## config.mk

```make
export PLATFORM = sky130hd
export DESIGN_NAME = sprite_drawer
export DESIGN_NICKNAME = d
export VERILOG_FILES = /design/src/rtl/sprite_drawer.sv
export SDC_FILE = /design/constraint.sdc
export NUM_CORES = 1
export LEC_CHECK = 0
export ABC_AREA = 1
export CORE_MARGIN = 2
export CORE_UTILIZATION = 30
export DETAILED_ROUTE_END_ITERATION = 16
export PLACE_DENSITY = 0.62
export SYNTH_ARGS = -nofsm -noshare
export SYNTH_HDL_FRONTEND = slang
export SYNTH_SLANG_ARGS = --single-unit
```

## constraint.sdc

```tcl
create_clock -name clock -period 3.6 [get_ports clock]
set_input_delay 0.54 -clock clock [delete_from_list [all_inputs] [get_ports clock]]
set_output_delay 0.54 -clock clock [all_outputs]
set_load 0.005 [all_outputs]
```

## src/rtl/sprite_drawer.sv

```systemverilog
// Sprite plotting engine: restores background or draws a character sprite,
// streaming one pixel per clock to the VGA adapter.
module sprite_drawer #(
  parameter int                  SPRITE_W    = 8,
  parameter int                  SPRITE_H    = 8,
  parameter int                  CHAR_ADDR_W = 6,
  parameter int                  COLOUR_W    = 9,
  parameter logic [COLOUR_W-1:0] TRANSPARENT = 9'b111_000_111
) (
  input  logic                   clock,
  input  logic                   reset,
  input  logic                   drawBG,
  input  logic                   drawChar,
  input  logic [8:0]             xCoordinate,
  input  logic [7:0]             yCoordinate,
  output logic [CHAR_ADDR_W-1:0] charAddr,
  input  logic [COLOUR_W-1:0]    charData,
  output logic [16:0]            bgAddr,
  input  logic [COLOUR_W-1:0]    bgData,
  output logic [8:0]             vgaX,
  output logic [7:0]             vgaY,
  output logic [COLOUR_W-1:0]    colour,
  output logic                   plot,
  output logic                   doneBG,
  output logic                   doneChar,
  output logic [2:0]             state_dbg
);

  // Handshake: drawBG/drawChar are levels held by the requester until the
  // matching one-cycle done pulse; the served line must then drop before
  // the engine returns to IDLE, so a held request never causes a redraw.

  localparam int COL_W = (SPRITE_W > 1) ? $clog2(SPRITE_W) : 1;
  localparam int ROW_W = (SPRITE_H > 1) ? $clog2(SPRITE_H) : 1;

  typedef enum logic [2:0] {
    IDLE    = 3'd0,
    SCAN    = 3'd1,
    FLUSH   = 3'd2,
    DONE    = 3'd3,
    RELEASE = 3'd4
  } state_t;

  state_t                 state;
  logic [COL_W-1:0]       col;
  logic [ROW_W-1:0]       row;
  logic [CHAR_ADDR_W-1:0] idx;
  logic [8:0]             x_lat;
  logic [7:0]             y_lat;
  logic                   type_bg;

  // Plot-stage pipeline registers, one cycle behind the address stage
  logic                   s1_valid;
  logic                   s1_clip;
  logic [8:0]             s1_px;
  logic [7:0]             s1_py;

  logic [9:0]             px;
  logic [9:0]             py;
  logic                   clip;
  logic [16:0]            bg_lin;
  logic                   last_col;
  logic                   last_pix;

  always_comb begin
    px       = {1'b0, x_lat} + 10'(col);
    py       = {2'b00, y_lat} + 10'(row);
    clip     = (px >= 10'd320) || (py >= 10'd240);
    // py*320 + px without a multiplier
    bg_lin   = ({7'd0, py} << 8) + ({7'd0, py} << 6) + {7'd0, px};
    last_col = (col == COL_W'(SPRITE_W - 1));
    last_pix = last_col && (row == ROW_W'(SPRITE_H - 1));
  end

  assign state_dbg = state;

  always_ff @(posedge clock) begin
    if (reset) begin
      state    <= IDLE;
      col      <= '0;
      row      <= '0;
      idx      <= '0;
      x_lat    <= '0;
      y_lat    <= '0;
      type_bg  <= 1'b0;
      s1_valid <= 1'b0;
      s1_clip  <= 1'b0;
      s1_px    <= '0;
      s1_py    <= '0;
      charAddr <= '0;
      bgAddr   <= '0;
      vgaX     <= '0;
      vgaY     <= '0;
      colour   <= '0;
      plot     <= 1'b0;
      doneBG   <= 1'b0;
      doneChar <= 1'b0;
    end else begin
      s1_valid <= 1'b0;
      doneBG   <= 1'b0;
      doneChar <= 1'b0;

      // ROM data for the address issued last cycle is valid now
      plot <= s1_valid && !s1_clip && (type_bg || (charData != TRANSPARENT));
      if (s1_valid) begin
        vgaX   <= s1_px;
        vgaY   <= s1_py;
        colour <= type_bg ? bgData : charData;
      end

      case (state)
        IDLE: begin
          if (drawBG || drawChar) begin
            x_lat   <= xCoordinate;
            y_lat   <= yCoordinate;
            type_bg <= drawBG;
            col     <= '0;
            row     <= '0;
            idx     <= '0;
            state   <= SCAN;
          end
        end

        SCAN: begin
          s1_valid <= 1'b1;
          s1_clip  <= clip;
          s1_px    <= px[8:0];
          s1_py    <= py[7:0];
          charAddr <= idx;
          bgAddr   <= clip ? 17'd0 : bg_lin;
          idx      <= idx + CHAR_ADDR_W'(1);
          if (last_pix) begin
            state <= FLUSH;
          end else if (last_col) begin
            col <= '0;
            row <= row + ROW_W'(1);
          end else begin
            col <= col + COL_W'(1);
          end
        end

        FLUSH: state <= DONE;

        DONE: begin
          if (type_bg) doneBG   <= 1'b1;
          else         doneChar <= 1'b1;
          state <= RELEASE;
        end

        RELEASE: begin
          if (type_bg ? !drawBG : !drawChar) state <= IDLE;
        end

        default: state <= IDLE;
      endcase
    end
  end

endmodule

```

Word level (Yosys, flattened, before mapping)
Cells that the tools add are included.
{"block": "word_totals", "ff_bits": 104, "latch_bits": 0, "mem_bits_rw": 0, "romBits": 0, "in_bits": 39, "out_inout_bits": 55, "word_cells": 77, "memories": 0}
{"block": "classes", "addsub": 7, "mul": 0, "div_mod_pow": 0, "n_lt_le_gt_ge": 2, "eq_ne": 12, "n_shift": 0, "muxes": 19, "bitwise_logic": 1, "n_reduce_logical": 17}
{"cell": "$mux 3", "n": 8}
{"cell": "$add 17x10->17", "n": 1}
{"cell": "$add 17x15->17", "n": 1}
{"cell": "$mux 17", "n": 1}
{"cell": "$pmux 3 s5", "n": 1}
{"cell": "$pmux 3 s2", "n": 2}
{"cell": "$pmux 6 s2", "n": 1}
{"cell": "$add 9x3->10", "n": 1}
{"cell": "$ge 10x9->1 const B", "n": 1}
{"cell": "$ne 2x2->1 const B", "n": 5}
{"cell": "$add 8x3->9", "n": 1}
{"cell": "$eq 3x3->1 const B", "n": 3}
{"cell": "$ge 9x8->1 const B", "n": 1}
{"cell": "$mux 9", "n": 1}
{"cell": "$ne 9x9->1 const B", "n": 1}
{"cell": "$add 3x1->3 const B", "n": 2}
{"cell": "$add 6x1->6 const B", "n": 1}
{"cell": "$eq 3x2->1 const B", "n": 2}
{"cell": "$mux 6", "n": 1}
{"cell": "$reduce_and 3->1", "n": 2}
{"cell": "$mux 1", "n": 4}
{"cell": "$reduce_and 2->1", "n": 2}
{"cell": "$reduce_and 4->1", "n": 1}
{"cell": "$eq 3x1->1 const B", "n": 1}
{"cell": "other kinds (7)", "n": 13}

Longest topological paths before layout
Gate-level depths: netlist (run 1).
{"block": "depth", "word_depth": 4, "ltp_mapped": 21, "depth_no_buf": 21}

Least setup slack after synthesis (run 1)
No wires, ideal clock.
{"block": "synth_timing", "kind": "register to register", "start": "reg col[0]", "end": "reg bgAddr[15]", "setup_time_ns": 0.070, "arrival_time_ns": 3.017, "t_required_ns": 3.530, "slack_ns": 0.512, "path_stages_with_launch": 21, "path_buffers": 0, "synth_period_minus_slack_ns": 3.088, "path_cell_list": "dfxtp_1 > ha_1 > fa_1 > nand2_1 > nand2_1 > nand3_1 > nand2_1 > nand2_1 > inv_1 > fa_1 > inv_1 > fa_1 > nand3_1 > nand2_1 > nand2_1 > nand2_1 > nand2_1 > nand2_1 > inv_1 > nand4_1 > a21oi_1"}
{"block": "synth_between", "elab_chain_cells": 4, "elab_cells_between_ends": 5, "classes_between": "2 x add/sub; 1 x order compare; 1 x mux; 1 x reduce/logical"}
{"item": "start: declaration", "line": "45", "source": "logic [COL_W-1:0] col;"}
{"item": "start signal: assignment", "line": "138", "source": "col <= col + COL_W'(1);"}
{"item": "$add 9x3->10 *", "line": "66", "source": "px = {1'b0, x_lat} + 10'(col);"}
{"item": "branches (longest 2 deep; another with $add 17x10->17)"}
{"item": "$mux 17 *", "line": "130", "source": "bgAddr <= clip ? 17'd0 : bg_lin;"}
{"item": "end signal: assignment", "line": "130"}
{"item": "end: declaration", "line": "18", "source": "output logic [16:0] bgAddr,"}
Mark *: on every way between the ends.
A chain may end at the register's enable or synchronous reset.

Worst setup path after layout (run 1)
Ends and elaborated chain as after synthesis.

==> impl_metrics.env, run 1 <==
export IMPL_final_cells=982
export IMPL_dp_cells=966
export IMPL_die_h_um=133.3
export IMPL_cts_sinks=104
export IMPL_cts_buffers=9
export IMPL_first_pass_iters=4
export IMPL_antenna_cells=0
export IMPL_die_x_um=133.3
export IMPL_via_per_inst=4.682
export IMPL_ys_types=36
export IMPL_synth_edf_count=0
export IMPL_period_needed_ns=3.294
export IMPL_vias=4598
export IMPL_async_reset_ff_share_pct=0
export IMPL_h_tree_depth=3
export IMPL_hold_viol=0
export IMPL_rows=47
export IMPL_hp_start="bgAddr[5]"
export IMPL_hold_path_class="reg -> reg"
export IMPL_cts_max_path_buffers=2
export IMPL_layout_drive_gt1_share_pct=4.593
export IMPL_vdd_drop_max_mv=0.2422
export IMPL_syn_instance_count=677
export IMPL_max_slew_margin_rel_pct=49.51
export IMPL_period_share_pct=91.50
export IMPL_grt_overflow=0
export IMPL_synth_seq_area_share_pct=41.53
export IMPL_syn2layout_area_growth_pct=27.78
export IMPL_clk_pin_slew_ns=0.07
export IMPL_netlist_top_cell_by_area="dfxtp_1"
export IMPL_setup_ws_ns=0.3060
export IMPL_worstSetupEndpointType="flip-flop"
export IMPL_critPathRequiredTime_ns=3.89
export IMPL_core_area_mm2=0.01647
export IMPL_leakage_nw=2.789
export IMPL_clk_latency_ns=0.35
export IMPL_cp_startpoint="col[0]"
export IMPL_postSynthAreaPerCell_um2=7.406
export IMPL_r2r_start="col[0]"
export IMPL_initial_utilization_pct=30.45
export IMPL_ys_ff_latch=104
export IMPL_worst_pin_slew_ns=0.7494
export IMPL_hold_buffers=0
export IMPL_skew_ns=0.008603
export IMPL_status="finished, final reports clean"
export IMPL_max_freq_mhz=303.6
export IMPL_drt_iter0_drc=342
export IMPL_finalMaxSlewViolations=0
export IMPL_synth_top_cell_area_share_pct=41.53
export IMPL_yosysWarnings=0
export IMPL_ys_flop_type="dfxtp_1"
export IMPL_synth_fp_nets=748
export IMPL_post_cts_buffers=0
export IMPL_tns_ns=0
export IMPL_antenna_found_initial=0
export IMPL_grt_max_degree=39
export IMPL_cts_resized=0
export IMPL_grt_use_total_pct=14.67
export IMPL_yosysMostFrequentCell="nand2_1"
export IMPL_power_density_mw_per_mm2=548.9
export IMPL_finalNetCount=828
export IMPL_rsz0062_at_grt="false"
export IMPL_clock_root_buffer="clkbuf_16"
export IMPL_drc_errors=0
export IMPL_ios=94
export IMPL_criticalPathCategory="reg -> reg"
export IMPL_critPathArrivalTime_ns=3.58
export IMPL_grt_pass1_wl_mm=20.98
export IMPL_dieArea_mm2=0.01776
export IMPL_hpwl_mm=9.151
export IMPL_start_kind="flip-flop"
export IMPL_wire_per_inst_um=12.90
export IMPL_setup_violations=0
export IMPL_maxCapViolCount=0
export IMPL_syn_area_mm2=0.005014
export IMPL_place_gp_congestion=0.8720
export IMPL_fillers=1769
export IMPL_ys_top_cells_by_area="dfxtp_1 42%, nand2_1 9.6%, a21oi_1 8.4%"
export IMPL_grt_pass1_vias=4287
export IMPL_port_buffers=93
export IMPL_cts_tree="yes"
export IMPL_path_max_fanout=6
export IMPL_antenna_left=0
export IMPL_synth_common_cells="128 x nand2_1, 104 x dfxtp_1, 84 x a21oi_1, 73 x inv_1, 70 x nor2_1"
export IMPL_drt_wl_total_mm=12.67
export IMPL_dp_slack_ns=0.2791
[report_power, final]
group / leakage, nW / switching [mW] / internal, mW / total (mW)
Sequential: 0.852 / 0.119 / 1.33 / 1.45
Clock: 0.128 / 0.458 / 0.475 / 0.933
Combinational: 1.81 / 0.650 / 0.487 / 1.14
Total: 2.79 / 1.23 / 2.29 / 3.52
[cell type report]
class	count	area (um2)	area share, %
inverters	75	281.5	4.395
multi-input cells	465	2486	38.81
clock inverters	7	57.56	0.8984
well taps	220	275.3	4.297
clock buffers	9	225.2	3.516
flip-flops and latches	104	2082	32.50
repair buffers	102	998.5	15.59
[cell families (layout without fill, tap and decap cells)]
group | after synthesis | in the layout | synth area share [%]
compound gates | 158 | 158 | 16.72
xor+xnor | 5 | 5 | 0.8734
fa+ha+maj | 32 | 32 | 8.735
buf+inv | 108 | 193 | 8.984
flops | 104 | 104 | 41.53
simple gates | 270 | 270 | 23.16
[routing by layer]
layer | up-vias | global-route usage (%) | share of wire, %
met2 | 100 | 23.17 | 44
met5 | - | 0 | 0
met4 | 0 | 5.615 | 1.5
met1 | 2088 | 20.07 | 50
met3 | 15 | 2.511 | 5.0
li1 | 2395 | - | -
[state kept, by name, summed over array words and instances, names as in the netlist, 6 cells and up]
register and cells:
y_lat 8, idx 6, vgaY 8, s1_px 9, bgAddr 17, colour 9
x_lat 9, vgaX 9, charAddr 6, s1_py 8
[cells in the final DEF, fill, tap and decap left out, drive strengths merged, types with 3 or more instances in the layout]
| cell | instances |
|---|---|
| nor3 | 5 |
| clkdlybuf4s50 | 93 |
| xor2 | 4 |
| nand2 | 130 |
| clkinv | 5 |
| buf | 9 |
| clkbuf | 9 |
| nand3 | 35 |
| o21ai | 60 |
| dfxtp | 104 |
| nor2 | 71 |
| fa | 5 |
| inv | 74 |
| o211ai | 5 |
| clkinvlp | 3 |
| a21oi | 85 |
| ha | 27 |
| nand4 | 22 |
[critical path, stage by stage, from the launching register on]
cell     delay [ns]
dfxtp_1        0.34
ha_1           0.23
fa_1           0.40
nand2_1        0.09
nand2_2        0.09
nand3_1        0.09
nand2_1        0.05
nand2_1        0.11
inv_1          0.08
fa_1           0.48
inv_1          0.07
fa_1           0.47
nand3_1        0.11
nand2_1        0.08
nand2_1        0.09
nand2_1        0.05
nand2_1        0.06
nand2_1        0.05
inv_1          0.05
nand4_1        0.09
a21oi_1        0.14
[worst paths after layout]
path	end	slack, ns	depth (start not counted)
setup / recovery	bgAddr[15]	0.31	20
hold / removal	bgAddr[5]	0.47	2
hold reg to reg	bgAddr[5]	0.47	2
setup reg to reg	bgAddr[15]	0.31	20
[metrics by stage]
stage          util [%]  hold slack (ns)  area (um2)  power (mW)
2_1_floorplan         -           0.3934        5014       2.174
3_3_place_gp      37.16           0.4410        6118       2.607
3_5_place_dp      37.16           0.4452        6118       2.613
4_1_cts           38.88           0.4681        6401       3.563
5_1_grt           38.91           0.4867        6406       3.778
6_report          38.91           0.4671        6406       3.517
(Power assumes the default switching activity.)
==> run 2, diff against run 1 <==
--- a/config.mk
+++ b/config.mk
@@ -6,10 +6,11 @@
 export NUM_CORES = 1
 export LEC_CHECK = 0
 export ABC_AREA = 1
+export CAP_MARGIN = 30
 export CORE_MARGIN = 2
-export CORE_UTILIZATION = 30
+export CORE_UTILIZATION = 52
 export DETAILED_ROUTE_END_ITERATION = 16
-export PLACE_DENSITY = 0.62
+export PLACE_DENSITY = 0.91
 export SYNTH_ARGS = -nofsm -noshare
 export SYNTH_HDL_FRONTEND = slang
 export SYNTH_SLANG_ARGS = --single-unit
==> run 2 against run 1 <==
  * Sequential cell count is the same
  * Clock power down 14%
  * Sequential share of layout area is 0.97 points higher
  * Utilization grew 28 points
  * Die area decreased by 41%
  * Total power is 3.1% lower
  * Sequential power about the same
  * Via count is 3.8% higher
  * Fmax is 1.1% higher
==> impl_metrics.env, run 2 (synthesized netlist as in run 1, its figures left out) <==
export IMPL_status="finished, final reports clean"
export IMPL_path_max_fanout=6
export IMPL_crit_chain="ha_1, fa_1, nand2_1, nand2_2, nand3_1, nand2_1, nand2_2, inv_1, fa_1, inv_1, fa_2, nand3_1, nand2_1, nand2_1, nand2_1, nand2_1, nand2_1, inv_1, nand4_1, a21oi_1"
export IMPL_max_slew_margin_rel_pct=46.81
export IMPL_layout_drive_gt1_share_pct=4.737
export IMPL_cts_max_path_buffers=2
export IMPL_slowest_delay_ns=0.49
export IMPL_whs_ns=0.4666
export IMPL_path_common_cell="nand2_1"
export IMPL_critPathRequiredTime_ns=3.91
export IMPL_power_density_mw_per_mm2=547.9
export IMPL_syn2layout_area_growth_pct=24.06
export IMPL_largest_register="bgAddr"
export IMPL_antenna_cells=0
export IMPL_wire_per_inst_um=14.05
export IMPL_critPathArrivalTime_ns=3.56
export IMPL_period_needed_ns=3.257
export IMPL_worstSetupEndpointType="flip-flop"
export IMPL_cts_tree="yes"
export IMPL_period_share_pct=90.47
export IMPL_cts_sinks=104
export IMPL_grt_overflow=0
export IMPL_place_area_mm2=0.005982
export IMPL_fillers=772
export IMPL_finalNetCount=826
export IMPL_hold_path_class="reg -> reg"
export IMPL_die_x_um=102.2
export IMPL_hold_buffers=0
export IMPL_cts_buffers=9
export IMPL_dp_slack_ns=0.2689
export IMPL_core_area_mm2=0.009284
export IMPL_crit_family="adder cells"
export IMPL_criticalPathCategory="reg -> reg"
export IMPL_port_buffers=93
export IMPL_first_pass_iters=5
export IMPL_clk_latency_ns=0.37
export IMPL_finalMaxSlewViolations=0
export IMPL_grt_pass1_vias=4544
export IMPL_place_gp_congestion=0.9314
export IMPL_dieArea_mm2=0.01044
export IMPL_max_freq_mhz=307.0
export IMPL_antenna_left=0
export IMPL_worst_pin_slew_ns=0.7895
export IMPL_wl_met2_mm=5.836
export IMPL_ios=94
export IMPL_antenna_found_initial=0
export IMPL_setup_violations=0
export IMPL_vias=4771
export IMPL_rows=35
export IMPL_final_cells=889
export IMPL_hpwl_mm=9.085
export IMPL_start_kind="flip-flop"
export IMPL_leakage_nw=2.762
export IMPL_dp_cells=872
export IMPL_wl_met1_mm=5.486
export IMPL_largest_register_ffs=17
export IMPL_final_area_mm2=0.006220
export IMPL_cpMaxStageDelayCell="fa_1"
export IMPL_reg2reg_slack_ns=0.34
export IMPL_drc_errors=0
export IMPL_drt_wl_total_mm=12.49
export IMPL_drt_iter0_drc=306
export IMPL_layout_commonest_cell="nand2_1"
export IMPL_via_per_inst=5.367
export IMPL_fin_util_pct=66.99
export IMPL_initial_utilization_pct=54.00
export IMPL_wl_met3_um=803
export IMPL_grt_pass1_wl_mm=20.93
export IMPL_layout_common_cells="125 x nand2_1, 104 x dfxtp_1, 93 x clkdlybuf4s50_1, 83 x a21oi_1, 73 x inv_1"
export IMPL_die_h_um=102.2
export IMPL_grt_use_total_pct=25.08
export IMPL_vdd_drop_max_mv=0.2686
export IMPL_grt_max_degree=47
export IMPL_critPathBufInv=3
export IMPL_clock_root_buffer="clkbuf_8"
export IMPL_hold_viol=0
export IMPL_maxCapViolCount=0
export IMPL_clk_pin_slew_ns=0.10
export IMPL_h_tree_depth=3
export IMPL_top_layer="met4"
export IMPL_setup_ws_ns=0.3430
export IMPL_skew_ns=0.007420
-- run 2: worst reg2reg max path, stage by stage, from the launching register on --
cell	delay (ns)
dfxtp_1	0.35
ha_1	0.23
fa_1	0.40
nand2_1	0.09
nand2_2	0.10
nand3_1	0.10
nand2_1	0.06
nand2_2	0.10
inv_1	0.09
fa_1	0.49
inv_1	0.07
fa_2	0.41
nand3_1	0.09
nand2_1	0.08
nand2_1	0.10
nand2_1	0.05
nand2_1	0.06
nand2_1	0.05
inv_1	0.04
nand4_1	0.08
a21oi_1	0.14
-- run 2: worst paths after layout --
| kind | startpoint | to | depth (start not counted) |
|---|---|---|---|
| min reg2reg | s1_py[7] | vgaY[7] | 2 |
| min | s1_py[7] | vgaY[7] | 2 |
| max | col[0] | bgAddr[15] | 20 |
| max reg2reg | col[0] | bgAddr[15] | 20 |
-- run 2: area by class of cell --
type / count / area (um2) / share of cell area, %
Timing Repair Buffer: 100 / 983.4 / 15.81
Sequential cell: 104 / 2082 / 33.47
Clock inverter: 7 / 92.59 / 1.489
Clock buffer: 9 / 123.9 / 1.992
Multi-Input combinational cell: 465 / 2495 / 40.11
Tap cell: 129 / 161.4 / 2.595
Inverter: 75 / 281.5 / 4.526
-- run 2: repair_timing --
item / 4_1_cts / 5_1_grt
setup buffers: 0 / 1
gates resized for setup: 0 / 5
endpoints found under the setup margin: 0 / 3
-- run 2: per-layer routing --
metal	global-route usage (%)	vias up
met3	4.378	30
li1	-	2386
met4	10.15	0
met2	42.51	160
met1	31.75	2195
met5	0	-
-- run 2: through the flow --
stage	setup TNS [ns]	power (mW)
floorplan	0	2.174
global placement	0	2.564
detailed placement	0	2.606
CTS	0	3.400
global route	-0.009150	3.636
finish	0	3.408
-- run 2: power by group --
part / switching (mW) / total, mW / internal (mW)
clock: 0.410 / 0.803 / 0.393
combinational: 0.657 / 1.15 / 0.491
sequential: 0.129 / 1.46 / 1.33
